$ cat config.mk
export PLATFORM = sky130hd
export DESIGN_NAME = crc32_stream
export DESIGN_NICKNAME = d
export VERILOG_FILES = /design/src/rtl/crc32_stream.sv
export SDC_FILE = /design/constraint.sdc
export NUM_CORES = 1
export LEC_CHECK = 0
export ABC_CLOCK_PERIOD_IN_PS = 8520
export BUFFER_PORTS_ARGS = -buffer_cell sky130_fd_sc_hd__buf_2
export CORE_ASPECT_RATIO = 1.2
export CORE_MARGIN = 5
export CORE_UTILIZATION = 33
export DETAILED_ROUTE_END_ITERATION = 8
export SYNTH_ARGS = -nofsm -noshare
export SYNTH_HDL_FRONTEND = slang
export SYNTH_SLANG_ARGS = --single-unit
$ cat constraint.sdc
create_clock -name clk -period 8.52 [get_ports clk]
set_input_delay 0.426 -clock clk [delete_from_list [all_inputs] [get_ports clk]]
set_output_delay 0.426 -clock clk [all_outputs]
set_load 0.02 [all_outputs]
$ cat src/rtl/crc32_stream.sv
// crc32_stream: multi-byte-per-beat CRC-32 engine; beats in (data_in/keep_in/valid_in/sof/eof), frame result out (crc_out/crc_valid/crc_ok), framing errors on protocol_err, busy while a frame is open
module crc32_stream #(
  parameter int          DATA_BYTES = 4,
  parameter logic [31:0] POLYNOMIAL = 32'h04C11DB7,
  parameter logic [31:0] INIT       = 32'hFFFFFFFF,
  parameter bit          REFLECT    = 1'b1,
  parameter logic [31:0] XOR_OUT    = 32'hFFFFFFFF,
  parameter logic [31:0] RESIDUE    = 32'hDEBB20E3
) (
  input  logic                    clk,
  input  logic                    rst,
  input  logic [8*DATA_BYTES-1:0] data_in,
  input  logic [DATA_BYTES-1:0]   keep_in,
  input  logic                    valid_in,
  input  logic                    sof,
  input  logic                    eof,
  output logic [31:0]             crc_out,
  output logic                    crc_valid,
  output logic                    crc_ok,
  output logic                    protocol_err,
  output logic                    busy
);
  typedef enum logic {IDLE, ACTIVE} state_t;
  function automatic logic [31:0] rev32(input logic [31:0] v);
    for (int i = 0; i < 32; i++) rev32[i] = v[31-i];
  endfunction
  localparam logic [31:0] POLY_R = rev32(POLYNOMIAL);
  function automatic logic [31:0] crc_byte(input logic [31:0] c, input logic [7:0] b);
    crc_byte = c;
    for (int i = 0; i < 8; i++)
      crc_byte = REFLECT ? ({1'b0, crc_byte[31:1]} ^ ((crc_byte[0] ^ b[i]) ? POLY_R : 32'h0))
                         : ({crc_byte[30:0], 1'b0} ^ ((crc_byte[31] ^ b[7-i]) ? POLYNOMIAL : 32'h0));
  endfunction
  function automatic logic [31:0] fold_beat(input logic [31:0] c, input logic [8*DATA_BYTES-1:0] d,
                                            input logic [DATA_BYTES-1:0] k);
    fold_beat = c;
    for (int j = 0; j < DATA_BYTES; j++)
      if (k[j]) fold_beat = crc_byte(fold_beat, d[8*j+:8]);
  endfunction
  state_t      state_q, state_d;
  logic [31:0] crc_q, fold;
  logic        keep_ok, accept, err_d;
  always_comb begin
    keep_ok = eof ? (keep_in != '0 && (keep_in & (keep_in + DATA_BYTES'(1))) == '0) : (keep_in == '1);
    accept  = valid_in && keep_ok && (sof || state_q == ACTIVE);
    err_d   = valid_in && (!keep_ok || (state_q == IDLE && !sof) || (state_q == ACTIVE && sof));
    fold    = fold_beat(sof ? INIT : crc_q, data_in, keep_in);
    state_d = !valid_in ? state_q : (accept && !eof) ? ACTIVE : IDLE;
  end
  always_ff @(posedge clk) begin
    if (rst) begin
      state_q      <= IDLE;
      crc_q        <= INIT;
      crc_out      <= '0;
      crc_valid    <= 1'b0;
      crc_ok       <= 1'b0;
      protocol_err <= 1'b0;
    end else begin
      state_q      <= state_d;
      crc_valid    <= accept && eof;
      protocol_err <= err_d;
      if (accept) crc_q <= fold;
      if (accept && eof) begin
        crc_out <= fold ^ XOR_OUT;
        crc_ok  <= fold == RESIDUE;
      end
    end
  end
  assign busy = state_q == ACTIVE;
endmodule

==> metrics.yaml, run 1 <==
period_share_pct: 84.6
drtAntennaViolNets: 0
rows: 68
p_sw_share_pct: 51.2
seq_area_frac_synth_pct: 14.2
grt_pass1_wl_um: 51500
num_vias: 9202
slew_headroom_pct: 33.5
ir_worst_vdd_mv: 0.165
rr_endpoint: "crc_ok"
clock_skew_ns: 0.00900
syn_area_um2: 9600
synth_flop_cell: "dfxtp_1"
core_area_um2: 28800
p_per_area_nw_per_um2: 341
postLayoutCoreUtil_pct: 36.3
cp_data_required_time_ns: 8.75
cts-htree-levels: 3
drt_iter0_drc: 932
combPwrFrac_pct: 81.1
crit_arrival_ns: 7.44
grt_pass1_vias: 8710
antenna_found_initial: 0
tightestPinTransition_ns: 0.991
hold_path_end: "crc_out[3]"
dp_hpwl_um: 27700
critical_path_class: "reg -> reg"
cts_setup_buffers: 0
routed_wl_um: 34600
hp-start: "crc_out[3]"
syn_nets: 1260
hold_slack_ns: 0.454
final_common_cell: "xnor2_1"
cp_max_fo: 9
ys_ff_latch: 68
numCtsBuffers: 9
firstDrtPassIters: 6
start_util_pct: 33.4
grt-ovfl-total: 0
status: "finished clean"
drive_gt1_share_pct: 13.2
groute.usage.overall_pct: 20.1
die_area_um2: 32600
internal_power_uw: 1740
p_leak_uw: 0.00419
p_clk_share_pct: 9.2
rsz0062_at_grt: "false"
synth_cell_types: 97
drc: 0
hold_viol_final: 0
p_sw_uw: 1820
maxSlewViolCount: 0
fp.dieH_um: 197
cts_root_buffer: "clkbuf_16"
hp-class: "reg -> reg"
port_buffers: 76
cts_tree: "yes"
synthArstFlopShare_pct: 0
grt_max_degree: 60
worstHoldPathCells: 2
ctsResizeCount: 0
fp.dieW_um: 166
cts.sinks: 68
tns_ns: 0
ctsLongestPathBuffers: 2
n_fill_cell: 3057
place_ws_ns: 1.30
clk_latency_ns: 0.33
r2r_start: "crc_q[1]"
max_cap_violations: 0
seqPwrFrac_pct: 9.8
timing.fmax_mhz: 139
pin_count: 77
start_kind: "flop"
gp_congestion: 0.960
syn_avg_cell_area_um2: 7.88
num-nets-final: 1274
clk_pin_slew_ns: 0.05
min_period_ns: 7.20
diodes: 0
areaGrowthSynthToFinish_pct: 8.73
yosysWarnings: 0
wire_per_inst_um: 21.4
worst-r2r-cell-count: 17
final_cell_mix: "xnor2_1, nand2_1, nor2_1, buf_2"
setup_viol: 0
netlist_instances: 1219
end_kind: "flop"
hold_buffers: 0
reg2reg_setup_slack_ns: 1.32
synth_edf_count: 0
finalWorstSetupSlack_ns: 1.32
vias_per_cell: 5.68
cell usage after synthesis (5+ instances only):
cell type | number | share of area, %
buf_2 | 23 | 1.2
mux2i_1 | 42 | 4.4
dfxtp_1 | 68 | 14
o22ai_1 | 11 | 0.72
nand3_1 | 24 | 1.3
o211ai_1 | 35 | 2.7
o22a_1 | 5 | 0.46
and3_1 | 7 | 0.46
nor3_1 | 49 | 2.6
mux2_2 | 10 | 1.2
nand4_1 | 10 | 0.65
xor2_1 | 61 | 5.6
o21ai_0 | 45 | 2.3
or3_1 | 16 | 1.0
and2_1 | 7 | 0.46
nor2b_1 | 6 | 0.39
nor4_1 | 8 | 0.52
nand2b_1 | 9 | 0.59
nand2_1 | 129 | 5.0
a211o_1 | 8 | 0.73
nand3b_1 | 6 | 0.47
a211oi_1 | 18 | 1.4
xnor3_1 | 38 | 8.9
buf_4 | 6 | 0.47
a311oi_1 | 5 | 0.46
nor2_1 | 119 | 4.7
a31oi_1 | 11 | 0.72
o21a_1 | 15 | 1.2
buf_1 | 9 | 0.35
xor3_1 | 5 | 1.2
a21boi_0 | 5 | 0.39
a311o_1 | 7 | 0.73
or2_2 | 5 | 0.33
xnor2_1 | 149 | 14
a21oi_1 | 68 | 3.5
inv_1 | 21 | 0.82
clkbuf_1 | 47 | 1.8
final cells by class:
cell class,instances,area (um2),share of cell area (%)
multi-input cells,1041,7760,74.4
flip-flops and latches,68,1360,13.0
repair buffers,91,493,4.72
well taps,385,482,4.61
clock buffers,12,246,2.36
inverters,22,82.6,0.791
clock inverters,2,12.5,0.120
cells by family (layout without fill, tap and decap cells):
group / Yosys count / in the layout / share of synthesized area (%)
AND/OR/NAND/NOR: 422 / 422 / 21.1
XOR/XNOR: 264 / 264 / 31.6
flip-flops: 68 / 68 / 14.2
multiplexers: 54 / 54 / 5.90
AO/OA/AOI/OAI: 301 / 301 / 22.2
buffers and inverters: 110 / 127 / 5.07
sequential cells by signal, summed over array words and instances (netlist names):
name	cells
crc_ok	1
crc_q	32
crc_valid	1
busy	1
protocol_err	1
crc_out	32
per-stage QoR:
stage | area (um2) | cells | power (uW)
3_5_place_dp | 10200 | 1607 | 3200
2_1_floorplan | 9600 | 1219 | 2490
3_3_place_gp | 10200 | 1607 | 3200
6_report | 10400 | 1621 | 3560
5_1_grt | 10400 | 1621 | 3770
4_1_cts | 10400 | 1621 | 3550
worst max-delay path by stage:
stage / startpoint / to / cells after the start
final: crc_q[1] / crc_ok / 17
after global routing: crc_q[0] / crc_ok / 17
after CTS: crc_q[0] / crc_ok / 17
after detailed placement: sof / crc_ok / 18
after global placement: sof / crc_ok / 18
after floorplan: data_in[4] / crc_ok / 18
critical path, stage by stage, from the launching register on:
cell	delay [ns]
dfxtp_1	0.77
xnor2_1	0.25
o21ai_0	0.52
nand4_1	0.22
a31oi_1	0.65
xnor2_1	0.37
nor4_1	0.10
nor4_1	0.51
and2_1	0.47
xor2_2	0.34
mux2_1	0.36
a2111o_1	0.61
xnor2_4	0.40
xnor3_1	0.37
mux2i_1	0.48
and2_0	0.20
nand4_1	0.13
o41ai_2	0.34
power by group through the flow:
stage	logic, uW	registers, uW	clock network (uW)
after floorplan	2140	349	0
after global placement	2850	353	0
after CTS	2870	346	333
after global routing	3080	348	347
final	2890	347	327
after detailed placement	2850	353	0
routing by layer:
metal	vias to the layer above	track usage [%]	wire [um]
met5	-	0	0
met2	364	33.9	16300
met4	0	8.68	1510
li1	4381	-	-
met3	72	2.49	2100
met1	4385	26.1	14700
Power figures use the tool's default switching activity.
==> inputs of run 2 (changes only) <==
--- a/config.mk
+++ b/config.mk
@@ -5,7 +5,7 @@
 export SDC_FILE = /design/constraint.sdc
 export NUM_CORES = 1
 export LEC_CHECK = 0
-export ABC_CLOCK_PERIOD_IN_PS = 8520
+export ABC_CLOCK_PERIOD_IN_PS = 6160
 export BUFFER_PORTS_ARGS = -buffer_cell sky130_fd_sc_hd__buf_2
 export CORE_ASPECT_RATIO = 1.2
 export CORE_MARGIN = 5
==> constraint.sdc (replaced) <==
create_clock -name clk -period 6.16 [get_ports clk]
set_input_delay 0.308 -clock clk [delete_from_list [all_inputs] [get_ports clk]]
set_output_delay 0.308 -clock clk [all_outputs]
set_load 0.02 [all_outputs]
==> run 2 against run 1 <==
Against the previous run:
- worst hold slack worse by 0.15 ns
- largest power group unchanged
- maximum frequency grew 21%
- first-iteration DRC count fell by 7.3%
- sequential power increased by 37%
==> metrics.yaml, run 2 (synthesis gave the netlist of run 1 again) <==
min_period_ns: 5.96  # -1.25 ns
p_sw_uw: 2610  # +43%
hold_viol_final: 0  # unchanged
firstDrtPassIters: 5  # -1
maxSlewViolCount: 0  # unchanged
drc: 0  # unchanged
status: "finished clean"
vias_per_cell: 5.61  # -1.2%
cts_root_buffer: "clkbuf_16"
grt-ovfl-total: 0  # unchanged
hp-start: "valid_in"
hold_buffers: 0  # unchanged
total_power_uw: 5310  # +49%
cp_cell_sequence: "xnor3_1 > or3_4 > and4_4 > nor2_4 > xnor3_1 > xnor3_2 > o21ai_2 > xnor3_2 > xnor3_1 > xnor2_1 > nor2_1 > a21oi_1 > xnor2_1 > mux2i_2 > nor4bb_1 > nand4_1 > o41ai_2"
clk_latency_ns: 0.33  # about the same
pin_count: 77  # unchanged
cts.sinks: 68  # unchanged
cts_tree: "yes"
dp_hpwl_um: 28500  # +2.8%
num_vias: 9370  # +1.8%
drtAntennaViolNets: 0  # unchanged
reg2reg_setup_slack_ns: 0.20  # -1.11 ns
tightestPinTransition_ns: 1.01  # +0.0171 ns
internal_power_uw: 2700  # +55%
grt_pass1_wl_um: 53300  # +3.4%
slowest_stage: "dfxtp_1"
port_buffers: 76  # unchanged
routed_wl_um: 34900  # +0.88%
num-nets-final: 1322  # +3.8%
areaGrowthSynthToFinish_pct: 13.5
period_share_pct: 96.7  # +12 points
antenna_found_initial: 0  # unchanged
critPathLaunch: "crc_q[4]"
groute.usage.overall_pct: 20.6  # +0.49 points
final_cell_mix: "xnor2_1, nand2_1, nor2_1, buf_2, a21oi_1"
critical_path_class: "reg -> reg"
ir_worst_vdd_mv: 0.276  # +68%
grt_max_degree: 49  # -18%
rows: 68  # unchanged
wire_per_inst_um: 20.9  # -2.1%
cp_data_required_time_ns: 6.39  # -2.36 ns
rsz0062_at_grt: "false"
p_sw_share_pct: 49.2  # -2.0 points
hp-class: "in -> reg"
rr_endpoint: "crc_ok"
final_common_cell: "xnor2_1"
timing.fmax_mhz: 168  # +21%
largest_registers: "crc_out: 32 flops, crc_q: 32 flops"
start_kind: "flop"
fp.dieW_um: 166  # unchanged
drt_iter0_drc: 864  # -7.3%
numCtsBuffers: 9  # unchanged
p_leak_uw: 0.00445  # +6.1%
r2r_start: "crc_q[4]"
slew_headroom_pct: 32.7  # -0.74 points
crit_arrival_ns: 6.19  # -1.25 ns
start_util_pct: 33.4  # unchanged
p_clk_share_pct: 10.2  # +1.0 points
worstHoldPathCells: 3  # +1
core_area_um2: 28800  # unchanged
drive_gt1_share_pct: 17.2  # +4.0 points
combPwrFrac_pct: 80.8  # -0.3 points
clock_skew_ns: 0.00827  # -0.000724 ns
cts-htree-levels: 3  # unchanged
crit_path_max_incr_delay_ns: 0.56  # -0.21 ns
setup_viol: 0  # unchanged
clk_pin_slew_ns: 0.06  # about the same
n_fill_cell: 3041  # -0.52%
gp_congestion: 0.985  # +2.6%
seqPwrFrac_pct: 9.0  # -0.8 points
end_kind: "flop"
die_area_um2: 32600  # unchanged
grt_pass1_vias: 8963  # +2.9%
max_cap_violations: 0  # unchanged
worst-r2r-cell-count: 17  # unchanged
fp.dieH_um: 197  # unchanged
crit_top_cell: "xnor3_1"
hold_path_end: "protocol_err"
diodes: 0  # unchanged
p_per_area_nw_per_um2: 487  # +43%
cp_max_fo: 7  # -2
ctsLongestPathBuffers: 2  # unchanged
postLayoutCoreUtil_pct: 37.9  # +1.6 points
## run 2: cell types whose count changed in the layout (fill, tap and decap cells not counted), sizes merged
| cell | change |
|---|---|
| buf | +48 |
| inv | +1 |
| clkbuf | -3 |
| clkinvlp | +1 |
| bufinv | +2 |
## run 2: critical path, delay by kind of cell, from the launching register on
kind / cells / cell delay (ns)
xor+xnor: 7 / 2.67
simple gates: 6 / 1.34
compound gates: 3 / 0.94
flops: 1 / 0.56
mux: 1 / 0.34
## run 2: metal layers
metal	part of all wire, %	global-route usage, %	routed length (um)
met1	43	27.3	15000
met3	5.7	2.25	1990
met4	4.5	8.62	1590
met5	0	0	0
met2	47	34.5	16300
## run 2: area by class of cell
cell class	count	area, um2	area share (%)
timing repair buffer	139	866	7.94
sequential	68	1360	12.5
tap	385	482	4.42
multi-input combinational	1041	7790	71.5
inverter	22	82.6	0.757
clock inverter	6	88.8	0.815
clock buffer	9	225	2.07
## run 2: worst max-delay path by stage
stage	slack, ns	end	cells after the start
6_report	0.20	crc_ok	17
5_1_grt	0.007	crc_ok	17
4_1_cts	0.08	crc_ok	18
3_5_place_dp	-0.13	crc_ok	18
3_3_place_gp	-0.06	crc_ok	18
2_1_floorplan	0.96	crc_ok	18
## run 2: metrics by stage
step / cells / setup WS (ns) / TNS, ns / hold WS (ns) / instance area [um2]
final: 1670 / 0.200 / 0 / 0.302 / 10900
after floorplan: 1219 / 0.958 / 0 / 0.454 / 9600
after global routing: 1670 / 0.00703 / 0 / 0.314 / 10900
after detailed placement: 1652 / -0.127 / -0.127 / 0.445 / 10500
after CTS: 1667 / 0.0762 / 0 / 0.283 / 10800
after global placement: 1652 / -0.0566 / -0.0566 / 0.446 / 10500
## run 2: repair_timing
action,4_1_cts,5_1_grt
endpoints found under the setup margin,1,6
pin swaps,0,4
gates resized for setup,3,8
buffers inserted,0,3
## run 2: power groups by stage
stage	Combinational (uW)	Clock (uW)	Sequential [uW]
3_3_place_gp	4160	0	484
5_1_grt	4530	573	477
3_5_place_dp	4150	0	484
2_1_floorplan	2960	0	482
4_1_cts	4180	554	475
6_report	4290	543	476
